===== src/rtl/seg_scan_if.sv =====
// Bus between the CPU debug side and the seven-segment scan driver:
// load/busy handshake, display modifiers and the LED pin outputs.
interface seg_scan_if #(
  parameter int NUM_DIGITS = 6,
  parameter int DATA_W     = 20
);
  logic [DATA_W-1:0]     data;
  logic                  data_valid;
  logic                  busy;
  logic [NUM_DIGITS-1:0] dp;
  logic                  blank;
  logic [NUM_DIGITS-1:0] seg_sel;
  logic [7:0]            seg_control;

  modport master (
    output data, data_valid, dp, blank,
    input  busy, seg_sel, seg_control
  );

  modport slave (
    input  data, data_valid, dp, blank,
    output busy, seg_sel, seg_control
  );
endinterface


===== src/rtl/seg_scan_driver.sv =====
// Multiplexed seven-segment driver with sequential shift-add-3 BCD conversion.
// Optional leading-zero blanking is enabled by defining SEG_LZB_EN.
module seg_scan_driver #(
  parameter int NUM_DIGITS = 6,
  parameter int DATA_W     = 20,
  parameter int SCAN_DIV   = 50000
) (
  input logic       clk,
  input logic       reset,
  seg_scan_if.slave bus
);
  localparam int BCD_W  = 4 * NUM_DIGITS;
  localparam int CNT_W  = $clog2(DATA_W + 1);
  localparam int SCAN_W = (SCAN_DIV > 1) ? $clog2(SCAN_DIV) : 1;
  localparam int IDX_W  = (NUM_DIGITS > 1) ? $clog2(NUM_DIGITS) : 1;

  function automatic logic [63:0] pow10(input int n);
    logic [63:0] p;
    p = 64'd1;
    for (int i = 0; i < n; i++) p = p * 64'd10;
    return p;
  endfunction

  localparam logic [63:0] OVF_LIMIT = pow10(NUM_DIGITS);

  function automatic logic [BCD_W-1:0] bcd_adjust(input logic [BCD_W-1:0] b);
    logic [BCD_W-1:0] r;
    r = b;
    for (int i = 0; i < NUM_DIGITS; i++)
      if (r[4*i +: 4] >= 4'd5) r[4*i +: 4] = r[4*i +: 4] + 4'd3;
    return r;
  endfunction

  function automatic logic [7:0] seg_decode(input logic [3:0] nib);
    logic [7:0] c;
    case (nib)
      4'd0:    c = 8'hC0;
      4'd1:    c = 8'hF9;
      4'd2:    c = 8'hA4;
      4'd3:    c = 8'hB0;
      4'd4:    c = 8'h99;
      4'd5:    c = 8'h92;
      4'd6:    c = 8'h82;
      4'd7:    c = 8'hF8;
      4'd8:    c = 8'h80;
      4'd9:    c = 8'h90;
      default: c = 8'hFF;
    endcase
    return c;
  endfunction

  typedef enum logic [1:0] {IDLE, CONV, DONE} state_t;

  state_t             state;
  state_t             state_next;
  logic [DATA_W-1:0]  shift_reg;
  logic [BCD_W-1:0]   bcd_reg;
  logic [BCD_W-1:0]   disp_reg;
  logic [CNT_W-1:0]   bit_cnt;
  logic               ovf_reg;
  logic               disp_ovf;

  logic [SCAN_W-1:0]  scan_cnt;
  logic [IDX_W-1:0]   idx;
  logic               tick;
  logic [3:0]         nib;
  logic               lead_zero;
  logic [7:0]         code;

  // Converter FSM
  always_ff @(posedge clk) begin
    if (reset) state <= IDLE;
    else       state <= state_next;
  end

  always_comb begin
    state_next = state;
    case (state)
      IDLE:    if (bus.data_valid) state_next = CONV;
      CONV:    if (bit_cnt == CNT_W'(1)) state_next = DONE;
      DONE:    state_next = IDLE;
      default: state_next = IDLE;
    endcase
  end

  always_comb begin
    bus.busy = (state != IDLE);
  end

  // Conversion datapath and display register
  always_ff @(posedge clk) begin
    if (reset) begin
      disp_reg <= '0;
      disp_ovf <= 1'b0;
      ovf_reg  <= 1'b0;
    end else begin
      case (state)
        IDLE: if (bus.data_valid) begin
          shift_reg <= bus.data;
          bcd_reg   <= '0;
          bit_cnt   <= CNT_W'(DATA_W);
          ovf_reg   <= (64'(bus.data) >= OVF_LIMIT);
        end
        CONV: begin
          {bcd_reg, shift_reg} <= {bcd_adjust(bcd_reg), shift_reg} << 1;
          bit_cnt              <= bit_cnt - CNT_W'(1);
        end
        DONE: begin
          disp_reg <= bcd_reg;
          disp_ovf <= ovf_reg;
        end
        default: ;
      endcase
    end
  end

  // Segment pattern for the digit that the coming tick will select
  always_comb begin
    tick      = (scan_cnt == SCAN_W'(SCAN_DIV - 1));
    nib       = disp_reg[4*int'(idx) +: 4];
    lead_zero = 1'b0;
`ifdef SEG_LZB_EN
    lead_zero = (idx != '0) && ((disp_reg >> (4*int'(idx))) == '0);
`endif
    if (disp_ovf)       code = 8'hBF;
    else if (lead_zero) code = 8'hFF;
    else                code = seg_decode(nib);
    if (bus.dp[idx]) code[7] = 1'b0;
  end

  // Scan timing and registered pin outputs; blank overrides selects every cycle
  always_ff @(posedge clk) begin
    if (reset) begin
      scan_cnt        <= '0;
      idx             <= '0;
      bus.seg_sel     <= '1;
      bus.seg_control <= 8'hFF;
    end else begin
      scan_cnt <= tick ? '0 : scan_cnt + SCAN_W'(1);
      if (tick) begin
        idx             <= (idx == IDX_W'(NUM_DIGITS - 1)) ? '0 : idx + IDX_W'(1);
        bus.seg_control <= code;
      end
      if (bus.blank)  bus.seg_sel <= '1;
      else if (tick)  bus.seg_sel <= ~(NUM_DIGITS'(1) << idx);
    end
  end
endmodule


===== src/flat_wrapper.sv =====
// flat-port wrapper written by rule: the top's interface ports become plain ports
module seg_scan_driver_flat 
#(
  parameter int NUM_DIGITS = 6,
  parameter int DATA_W     = 20,
  parameter int SCAN_DIV   = 50000
)
  (clk, reset, bus_data, bus_data_valid, bus_dp, bus_blank, bus_busy, bus_seg_sel, bus_seg_control);
  seg_scan_if #(.NUM_DIGITS(NUM_DIGITS), .DATA_W(DATA_W)) bus_i ();
  input logic clk;
  input logic reset;
  input wire logic [$bits(bus_i.data)-1:0] bus_data;
  input wire logic [$bits(bus_i.data_valid)-1:0] bus_data_valid;
  input wire logic [$bits(bus_i.dp)-1:0] bus_dp;
  input wire logic [$bits(bus_i.blank)-1:0] bus_blank;
  output wire logic [$bits(bus_i.busy)-1:0] bus_busy;
  output wire logic [$bits(bus_i.seg_sel)-1:0] bus_seg_sel;
  output wire logic [$bits(bus_i.seg_control)-1:0] bus_seg_control;
  assign bus_i.data = bus_data;
  assign bus_i.data_valid = bus_data_valid;
  assign bus_i.dp = bus_dp;
  assign bus_i.blank = bus_blank;
  assign bus_busy = bus_i.busy;
  assign bus_seg_sel = bus_i.seg_sel;
  assign bus_seg_control = bus_i.seg_control;
  seg_scan_driver #(.NUM_DIGITS(NUM_DIGITS), .DATA_W(DATA_W), .SCAN_DIV(SCAN_DIV)) u_core (.clk(clk), .reset(reset), .bus(bus_i));
endmodule

===== config.mk =====
export PLATFORM = sky130hd
export DESIGN_NAME = seg_scan_driver_flat
export DESIGN_NICKNAME = d
export VERILOG_FILES = /design/src/rtl/seg_scan_if.sv /design/src/rtl/seg_scan_driver.sv /design/src/flat_wrapper.sv
export SDC_FILE = /design/constraint.sdc
export NUM_CORES = 1
export LEC_CHECK = 0
export ABC_AREA = 1
export BUFFER_PORTS_ARGS = -buffer_cell sky130_fd_sc_hd__buf_2
export CAP_MARGIN = 0
export CORE_ASPECT_RATIO = 0.6
export CORE_MARGIN = 2
export CORE_UTILIZATION = 35
export DETAILED_ROUTE_END_ITERATION = 8
export PLACE_DENSITY = 0.53
export REMOVE_ABC_BUFFERS = 1
export SLEW_MARGIN = 15
export SYNTH_ARGS = -nofsm -noshare
export SYNTH_HDL_FRONTEND = slang
export SYNTH_SLANG_ARGS = --single-unit

===== constraint.sdc =====
create_clock -name clk -period 5 [get_ports clk]
set_input_delay 0.25 -clock clk [delete_from_list [all_inputs] [get_ports clk]]
set_output_delay 0.25 -clock clk [all_outputs]
set_load 0.01 [all_outputs]

==> metrics.yaml, run 1 <==
status: "finished, final reports clean"
cts_sinks: 110
slew-limit-headroom: 0.346
hold_depth: 3
p_per_area_mw_per_mm2: 306
ant_nets: 0
grtUsageTotal: 0.144
cp.required_ns: 5.25
swShare: 0.249
min_to: "u_core.bus.seg_sel[2]$_SDFFE_PP1N_"
fmax_ghz: 0.436
fin_nets: 760
tightest_slew_ns: 0.980
grt_pass1_wl_um: 19100
syn_to_final_growth_pct: 13.2
p_switching_uw: 467
syn_area_mm2: 0.00540
ctsResizeCount: 0
yosys-top-cells-area: "edfxtp_1, dfxtp_1, nand2_1"
hold_viol: 0
clockPowerShare: 0.396
cts_hold_buf: 0
cts_buffers: 9
grt_pass1_vias: 4007
r2r_cells: 10
yosysTopAreaCell: "edfxtp_1"
drv_cap: 0
setup_viol: 0
hold_class: "input pin to register"
synth.avg_cell_area_um2: 8.04
p_seq_frac: 0.532
ir_worst_vdd_mv: 0.150
ios: 45
comb_power_share: 0.073
gr-total-overflow: 0
path_class: "register to register"
r2r_slack_ns: 2.71
root_buffer: "clkbuf_16"
finalCriticalPeriod_ns: 2.29
drt_first_pass_iters: 4
period_share: 0.458
p_int_mw: 1.40
design.core.area_mm2: 0.0152
post-cts-setup-buffers: 0
clkTransAtPathRegs_ns: 0.08
place_congestion: 0.817
detailedPlace.worstSlack_ns: 2.72
initial_core_util: 0.355
final_cell_mix: "nand2_1, inv_1, nor2_1"
routed_via_density: 4.64
arrival_ns: 2.54
wl_um: 11300
power.leakage_nw: 2.61
die_w_um: 164
synth-seq-area-share: 0.498
die_y_um: 100
start_kind: "register"
worstReg2RegEnd: "u_core.bus.seg_control[2]$_SDFFE_PP1N_"
hpwl_um: 8110
cts_max_level: 3
drc: 0
final_common_cell: "nand2_1"
synth_cell_type_count: 36
drt_iter0_markers: 237
clk_latency_ns: 0.35
tns_ns: 0
rr_startpoint: "u_core.scan_cnt[0]$_SDFF_PP0_"
yosysWarnings: 0
synth_top_area_share: 0.272
clock_path_buffers: 2
rows: 35
cp_max_fo: 20
setup_slack_ns: 2.71
hold_start: "bus_blank"
synth_cells: 672
rsz0062_at_grt: "no"
drive_gt1_frac: 0.139
clock_skew_ns: 0.0104
vias: 4250
cts_tree: "done"
grt_max_degree: 48
n_antenna_cell: 0
fill_cells: 1513
cp-end-kind: "register"
dieArea_mm2: 0.0165
portBuffers: 44
drv_slew: 0
antenna_found_initial: 0
yosys_register_bits: 110
drt-wirelength-per-cell_um: 12.3
critical path: stages (launching register included):
cell and delay (ns):
dfxtp_1 0.33, ha_1 0.21, nand2_1 0.08, inv_2 0.05, nand2_1 0.10, nor2_1 0.06
nand2_1 0.29, nand2_1 0.52, or2_2 0.46, nand2_1 0.07, inv_1 0.03
layer usage:
layer  GRT usage  vias up  part of all wire
li1            -     2269                 -
met1       0.217     1935              0.55
met2       0.210       37              0.42
met3      0.0298        9             0.026
met4      0.0341        0            0.0089
met5           0        -                 0
worst max-delay path by stage:
stage | startpoint | end | slack (ns) | cells past startpoint
2_1_floorplan | u_core.state[1]$_SDFFE_PP0P_ | u_core.bcd_reg[0]$_SDFFCE_PP0P_ | 0.48 | 1
3_3_place_gp | u_core.scan_cnt[0]$_SDFF_PP0_ | u_core.bus.seg_control[1]$_SDFFE_PP1N_ | 2.83 | 10
3_5_place_dp | u_core.scan_cnt[0]$_SDFF_PP0_ | u_core.bus.seg_control[0]$_SDFFE_PP1N_ | 2.72 | 10
4_1_cts | u_core.scan_cnt[0]$_SDFF_PP0_ | u_core.bus.seg_control[0]$_SDFFE_PP1N_ | 2.70 | 10
5_1_grt | u_core.scan_cnt[0]$_SDFF_PP0_ | u_core.bus.seg_control[2]$_SDFFE_PP1N_ | 2.46 | 10
6_report | u_core.scan_cnt[0]$_SDFF_PP0_ | u_core.bus.seg_control[2]$_SDFFE_PP1N_ | 2.71 | 10
stage by stage:
stage                     instance area (µm²)  cells  utilization  hold slack [ns]  power [mW]
after floorplan                          5300    651            -            0.319        1.11
after global placement                   5810    900        0.382            0.430        1.15
after detailed placement                 5810    900        0.382            0.446        1.15
after CTS                                6110    916        0.402            0.144        1.90
after global routing                     6110    916        0.402            0.159        1.96
final                                    6110    916        0.402            0.151        1.87
synth_stat cells:
library cell / n
nor3_1: 6
nand2_2: 3
nor4_1: 2
edfxtp_1: 49
or2_2: 3
inv_2: 16
nand3_2: 1
nand2_1: 161
o21ai_0: 58
xor2_1: 6
a21oi_4: 1
a21oi_1: 60
buf_2: 5
nor2_1: 69
o31ai_1: 1
o211ai_1: 1
o21ai_1: 5
nand4_1: 7
dfxtp_1: 61
nand2_4: 3
a21oi_2: 1
nand3b_1: 2
ha_1: 22
nor3_2: 1
nor2_2: 4
o22ai_1: 1
buf_6: 1
nand3_1: 28
xnor2_1: 2
inv_4: 1
a211oi_1: 5
nor2_4: 1
inv_1: 69
a31oi_1: 1
clkbuf_1: 13
buf_4: 2
cell type report:
type | count | area (µm²) | share of cell area
Inverter | 86 | 325 | 0.0532
Tap cell | 203 | 254 | 0.0415
Multi-Input combinational cell | 455 | 2300 | 0.376
Timing Repair Buffer | 46 | 235 | 0.0385
Clock buffer | 10 | 250 | 0.0409
Sequential cell | 110 | 2690 | 0.440
Clock inverter | 6 | 57.6 | 0.00941
cell families after synthesis:
logic type | after synthesis | synth area share
flops | 110 | 0.498
xor+xnor | 8 | 0.0130
fa+ha+maj | 22 | 0.0510
compound gates | 134 | 0.131
simple gates | 291 | 0.228
buf+inv | 107 | 0.0788
power groups by stage:
stage               Clock (mW)  Sequential [mW]  Combinational [mW]
floorplan                    0             1.01              0.0918
CTS                      0.764            0.995               0.138
global placement             0             1.01               0.132
detailed placement           0             1.02               0.137
global route             0.797            0.999               0.159
finish                   0.741            0.995               0.136
No activity file was read; power rests on OpenSTA's default activity.
==> run 2, diff against run 1 <==
--- a/config.mk
+++ b/config.mk
@@ -12,7 +12,7 @@
 export CORE_MARGIN = 2
 export CORE_UTILIZATION = 35
 export DETAILED_ROUTE_END_ITERATION = 8
-export PLACE_DENSITY = 0.53
+export PLACE_DENSITY = 0.55
 export REMOVE_ABC_BUFFERS = 1
 export SLEW_MARGIN = 15
 export SYNTH_ARGS = -nofsm -noshare
==> constraint.sdc (replaced) <==
create_clock -name clk -period 1.9 [get_ports clk]
set_input_delay 0.095 -clock clk [delete_from_list [all_inputs] [get_ports clk]]
set_output_delay 0.095 -clock clk [all_outputs]
set_load 0.01 [all_outputs]
==> run 2 against run 1 <==
Net effect:
- clock power grew to 2.6 times the previous value
- sequential share of layout area fell by 1.6 points
- setup slack worse by 2.6 ns
- largest cell class unchanged
- flip-flop and latch count did not move
- sequential power rose to 2.6 times the previous value
- non-clock buffer count grew 26
- clock skew decreased by 0.0012 ns
- critical path type unchanged
- combinational power grew to 2.8 times the previous value
- critical endpoint is now u_core.bus.seg_control[5]$_SDFFE_PP1N_
==> metrics.yaml, run 2 (synthesized netlist as in run 1, its figures left out) <==
status: "finished, final reports clean"
arrival_ns: 2.03  # -0.51 ns
clk_latency_ns: 0.35  # about the same
tightest_slew_ns: 0.440  # -0.540 ns
crit_buf_inv: 3  # +1
ant_nets: 0  # unchanged
hpwl_um: 8600  # +6.1%
fmax_ghz: 0.561  # +29%
die_w_um: 164  # unchanged
grt_pass1_wl_um: 19500  # +2.1%
hold_start: "bus_data[5]"
syn_to_final_growth_pct: 17.9
portBuffers: 44  # unchanged
clock_path_buffers: 2  # unchanged
worstReg2RegEnd: "u_core.bus.seg_control[5]$_SDFFE_PP1N_"
finish.instance_area_mm2: 0.00637  # +4.2%
drv_slew: 0  # unchanged
critical-path-top-delay-family: "simple AND/OR/NAND/NOR gates"
cts_max_level: 3  # unchanged
cts_tree: "done"
initial_core_util: 0.355  # unchanged
final_core_util: 0.419  # +0.0167
timing.hold.ws_ns: 0.0177  # -0.134 ns
fill_cells: 1487  # -1.7%
start_kind: "register"
detailedPlace.worstSlack_ns: -0.0689  # -2.79 ns
setup_viol: 0  # unchanged
antenna_found_initial: 0  # unchanged
wl_um: 11500  # +2.4%
clock_skew_ns: 0.00913  # -0.00125 ns
hold_viol: 0  # unchanged
vias: 4421  # +4.0%
fin_nets: 786  # +3.4%
cp.required_ns: 2.14  # -3.11 ns
drc: 0  # unchanged
drt_iter0_markers: 264  # +11%
multi_input_area_mm2: 0.00231  # +0.65%
ir_worst_vdd_mv: 0.358  # +140%
drt-wirelength-per-cell_um: 12.2  # -0.40%
cts_sinks: 110  # unchanged
rr_startpoint: "u_core.idx[0]$_SDFFE_PP0N_"
p_per_area_mw_per_mm2: 777  # +150%
final_cell_mix: "nand2_1, inv_1, nor2_1"
r2r_cells: 13  # +3
final_common_cell: "nand2_1"
rows: 35  # unchanged
grt_max_degree: 33  # -31%
met1_usage: 0.201  # -0.0155
design.core.area_mm2: 0.0152  # unchanged
power.leakage_nw: 2.75  # +5.4%
regArea_mm2: 0.00270  # +0.28%
grt_use_met2: 0.234  # +0.0241
crit_path_top_delay_cell: "dfxtp_4"
ios: 45  # unchanged
setup_slack_ns: 0.118  # -2.59 ns
total_power_mw: 4.94  # +160%
busiest_layer: "met2"
tns_ns: 0  # unchanged
cp_max_fo: 6  # -70%
routed_via_density: 4.69  # +1.2%
hold_depth: 3  # unchanged
cts_buffers: 9  # unchanged
hold_class: "input pin to register"
fin_cells: 942  # +2.8%
dieArea_mm2: 0.0165  # unchanged
root_buffer: "clkbuf_16"
period_share: 0.938  # +0.479
met3_usage: 0.0326  # +0.00289
max_stage_delay_ns: 0.38  # -0.14 ns
clkTransAtPathRegs_ns: 0.08  # about the same
n_antenna_cell: 0  # unchanged
die_y_um: 100  # unchanged
r2r_slack_ns: 0.12  # -2.59 ns
grt_pass1_vias: 4220  # +5.3%
path_class: "register to register"
gr-total-overflow: 0  # unchanged
place_area_mm2: 0.00599  # +3.1%
cpMostUsedCell: "nor2_1"
cp-end-kind: "register"
dp_cells: 921  # +2.3%
grtUsageTotal: 0.146  # +0.00265
drv_cap: 0  # unchanged
drive_gt1_frac: 0.176  # +0.0371
path_cells: "buf_4 -> nand2_2 -> nor2_4 -> a21oi_1 -> nand2_2 -> buf_4 -> ha_1 -> inv_1 -> nand3_1 -> nand2_1 -> nor2_1 -> nor2_1 -> nor2_1"
slew-limit-headroom: 0.707  # +0.360
place_congestion: 0.806  # -1.4%
drt_first_pass_iters: 4  # unchanged
finalCriticalPeriod_ns: 1.78  # -0.510 ns
min_to: "u_core.shift_reg[5]$_DFFE_PP_"
run 2: cell types whose count changed in the layout (fill, tap and decap cells not counted), moves of 2 or more:
cell     before  now
dfxtp_4       0    2
nor2_1       68   66
nor2_2        5    7
buf_12        0    2
buf_4         2   24
dfxtp_1      61   59
inv_4         1    3
run 2: tightest hold or removal path, delay by kind of cell:
kind	cells	cell delay, ns
buffers and inverters	1	0.08
and+or+nand+nor	2	0.09
run 2: worst max-delay path by stage:
| stage | from | endpoint | slack [ns] | depth (start not counted) |
|---|---|---|---|---|
| floorplan | u_core.state[1]$_SDFFE_PP0P_ | u_core.bcd_reg[0]$_SDFFCE_PP0P_ | -2.62 | 1 |
| global placement | u_core.idx[0]$_SDFFE_PP0N_ | u_core.bus.seg_control[3]$_SDFFE_PP1N_ | 0.06 | 14 |
| detailed placement | u_core.idx[0]$_SDFFE_PP0N_ | u_core.bus.seg_control[3]$_SDFFE_PP1N_ | -0.07 | 14 |
| CTS | u_core.idx[0]$_SDFFE_PP0N_ | u_core.bus.seg_control[3]$_SDFFE_PP1N_ | 0.05 | 14 |
| global route | u_core.idx[0]$_SDFFE_PP0N_ | u_core.bus.seg_control[5]$_SDFFE_PP1N_ | -0.03 | 13 |
| finish | u_core.idx[0]$_SDFFE_PP0N_ | u_core.bus.seg_control[5]$_SDFFE_PP1N_ | 0.12 | 13 |
run 2: where the power goes:
group / switching [mW] / internal, mW
registers: 0.0433 / 2.57
clock network: 0.947 / 1.01
logic: 0.243 / 0.135
total: 1.23 / 3.71
run 2: cell type report:
class | count | share of cell area
clock buffer | 10 | 0.0393
clock inverter | 6 | 0.00904
tap | 203 | 0.0399
inverter | 86 | 0.0519
multi-input combinational | 455 | 0.363
sequential | 110 | 0.424
timing repair buffer | 72 | 0.0725
run 2: per-layer routing:
metal	vias up	wire length (µm)
li1	2320	-
met1	2052	6140
met2	43	5060
met3	6	254
met4	0	79
met5	-	0
run 2: timing repair:
item / CTS / global route
gates resized for setup: 2 / 12
endpoints found under the setup margin: 1 / 5
hold endpoints to repair: 3 / 0
pin swaps: 0 / 0
buffers inserted: 0 / 4
hold buffers: 1 / 0
==> run 3, diff against run 2 <==
--- a/config.mk
+++ b/config.mk
@@ -5,7 +5,7 @@
 export SDC_FILE = /design/constraint.sdc
 export NUM_CORES = 1
 export LEC_CHECK = 0
-export ABC_AREA = 1
+export ABC_AREA = 0
 export BUFFER_PORTS_ARGS = -buffer_cell sky130_fd_sc_hd__buf_2
 export CAP_MARGIN = 0
 export CORE_ASPECT_RATIO = 0.6
@@ -14,7 +14,6 @@
 export DETAILED_ROUTE_END_ITERATION = 8
 export PLACE_DENSITY = 0.55
 export REMOVE_ABC_BUFFERS = 1
-export SLEW_MARGIN = 15
 export SYNTH_ARGS = -nofsm -noshare
 export SYNTH_HDL_FRONTEND = slang
 export SYNTH_SLANG_ARGS = --single-unit
==> run 3 against run 2 <==
Net effect:
- the flow now finishes with violations (negative setup slack)
- setup slack got worse by 0.36 ns
- first-iteration DRC count fell by 9.5%
- flip-flop and latch count did not move
- wire length rose by 5.7%
- largest power group unchanged
==> metrics.yaml, run 3 <==
crit_path_top_delay_cell: "mux4_2"
violations: "negative setup slack"
syn_to_final_growth_pct: 24.9
grt_pass1_vias: 4221  # +0.024%
synth_cells: 583  # -13%
routed_via_density: 4.84  # +3.0%
portBuffers: 44  # unchanged
cp_max_fo: 7  # +1
drv_slew: 0  # unchanged
start_kind: "register"
drv_cap: 0  # unchanged
finalCriticalPeriod_ns: 2.14  # +0.357 ns
setup_viol: 7  # +7
p_seq_frac: 0.543  # +0.014
place_area_mm2: 0.00602  # +0.48%
grtUsageTotal: 0.153  # +0.00674
drc: 0  # unchanged
root_buffer: "clkbuf_16"
yosysWarnings: 0  # unchanged
ios: 45  # unchanged
final_common_cell: "nand2_1"
die_w_um: 164  # -0.16%
cts_buffers: 9  # unchanged
cp-end-kind: "register"
path_class: "register to register"
period_share: 1.13  # +0.188
clkTransAtPathRegs_ns: 0.08  # about the same
arrival_ns: 2.40  # +0.37 ns
rows: 35  # unchanged
hold_class: "input pin to register"
final_core_util: 0.442  # +0.0235
n_antenna_cell: 0  # unchanged
ant_nets: 0  # unchanged
grt_pass1_wl_um: 20000  # +3.0%
die_y_um: 100  # -0.15%
synth_ff_type: "dfxtp_1"
yosys-top-cells-area: "edfxtp_1, dfxtp_1, nand2_1"
yosysTopAreaCell: "edfxtp_1"
clockPowerShare: 0.382  # -0.013
async_flop_share: 0  # unchanged
drt-wirelength-per-cell_um: 13.9  # +13%
antenna_found_initial: 0  # unchanged
dieArea_mm2: 0.0164  # -0.31%
syn_area_mm2: 0.00538  # -0.32%
grt_max_degree: 41  # +24%
power.leakage_nw: 2.54  # -7.8%
yosysMostFrequentCell: "nand2_1"
slew-limit-headroom: 0.675  # -0.0319
fmax_ghz: 0.467  # -17%
synthTopCellsByCount: "nand2_1, dfxtp_1, a21oi_1"
clk_latency_ns: 0.35  # about the same
initial_core_util: 0.354  # -0.00115
swShare: 0.250  # +0.000636
place_congestion: 0.836  # +3.8%
synth-seq-area-share: 0.500  # +0.00162
cts_tree: "done"
cp.required_ns: 2.16  # +0.02 ns
gr-total-overflow: 0  # unchanged
max_stage_delay_ns: 0.51  # +0.13 ns
synth_top_area_share: 0.273  # +0.000886
p_switching_mw: 1.21  # -2.0%
hold_viol: 0  # unchanged
rsz0062_at_grt: "yes"
drive_gt1_frac: 0.256  # +0.0800
ir_worst_vdd_mv: 0.433  # +21%
cts_max_level: 3  # unchanged
drt_first_pass_iters: 5  # +1
cts_sinks: 110  # unchanged
status: "finished with violations"
final_cell_mix: "nand2_1, nor2_1, dfxtp_1"
setup_slack_ns: -0.239  # -0.358 ns
clock_path_buffers: 2  # unchanged
wl_um: 12200  # +5.7%
fin_nets: 723  # -8.0%
p_per_area_mw_per_mm2: 719  # -7.4%
synth_cell_type_count: 61  # +69%
vias: 4251  # -3.8%
clock_skew_ns: 0.00968  # +0.000553 ns
p_int_mw: 3.62  # -2.3%
finish.instance_area_mm2: 0.00672  # +5.6%
design.core.area_mm2: 0.0152  # unchanged
fin_cells: 879  # -6.7%
tightest_slew_ns: 0.481  # +0.0416 ns
comb_power_share: 0.075  # about the same
synth.avg_cell_area_um2: 9.23  # +15%
synth-edff-count: 49  # unchanged
hpwl_um: 8070  # -6.3%
drt_iter0_markers: 239  # -9.5%
path_cells: "buf_6 -> buf_8 -> mux4_2 -> or2_4 -> a211oi_4 -> buf_4 -> a211oi_2 -> o41ai_2"
dp_cells: 840  # -8.8%
yosys_register_bits: 110  # unchanged
==> run 3: layout make-up <==
type                            instances  area (µm²)
Clock buffer                            9         225
Clock inverter                          7        53.8
Fill cell                            1451        8470
Inverter                               22        82.6
Multi-Input combinational cell        423        2670
Sequential cell                       110        2700
Tap cell                              203         254
Timing Repair Buffer                  105         738
==> run 3: what timing repair did <==
action | 4_1_cts | 5_1_grt
endpoints found under the hold margin | 5 | 0
resized for setup | 38 | 20
pin swaps | 18 | 9
gates cloned | 0 | 2
endpoints found under the setup margin | 8 | 10
hold buffers | 4 | 0
setup buffers | 10 | 7
==> run 3: cell families after synthesis <==
group | Yosys count | synth area share
buf+inv | 50 | 0.0444
flops | 110 | 0.500
compound gates | 95 | 0.107
mux | 15 | 0.0363
simple gates | 265 | 0.219
fa+ha+maj | 22 | 0.0511
xor+xnor | 26 | 0.0423
==> run 3: power groups by stage <==
stage          logic, mW  clock network, mW  registers [mW]
6_report           0.361               1.85            2.62
5_1_grt            0.417               1.98            2.64
4_1_cts            0.363               1.91            2.62
3_5_place_dp       0.356                  0            2.68
3_3_place_gp       0.341                  0            2.67
2_1_floorplan      0.227                  0            2.67
==> run 3: path summary, 6_finish.rpt <==
check / from / to / slack [ns] / cells after the start
setup / recovery: u_core.idx[0]$_SDFFE_PP0N_ / u_core.bus.seg_control[6]$_SDFFE_PP1N_ / -0.24 / 8
hold reg to reg: u_core.scan_cnt[0]$_SDFF_PP0_ / u_core.scan_cnt[0]$_SDFF_PP0_ / 0.43 / 1
hold / removal: bus_data[3] / u_core.shift_reg[3]$_DFFE_PP_ / 0.01 / 3
setup reg to reg: u_core.idx[0]$_SDFFE_PP0N_ / u_core.bus.seg_control[6]$_SDFFE_PP1N_ / -0.24 / 8
==> run 3: stage by stage <==
stage	setup WS, ns	total power [mW]	hold WS (ns)	setup TNS (ns)
final	-0.239	4.83	0.0118	-1.38
after global routing	-0.316	5.04	0.00456	-1.93
after CTS	-0.155	4.89	0.000325	-1.02
after detailed placement	-0.430	3.03	0.366	-1.61
after global placement	-0.269	3.02	0.359	-1.03
after floorplan	-2.43	2.89	0.164	-128.21
==> run 3: worst max-delay path: cells and delay by family, from the launching register on <==
kind                   cells  cell delay (ns)
multiplexers               1             0.51
AO/OA/AOI/OAI              3             0.51
flip-flops                 1             0.34
buffers and inverters      3             0.40
AND/OR/NAND/NOR            1             0.28
==> run 3: metal layers <==
layer  wire, µm  track usage  vias up
met2       5420        0.243       50
li1           -            -     2161
met4        129       0.0331        0
met5          0            0        -
met3        375       0.0401        9
met1       6270        0.211     2031
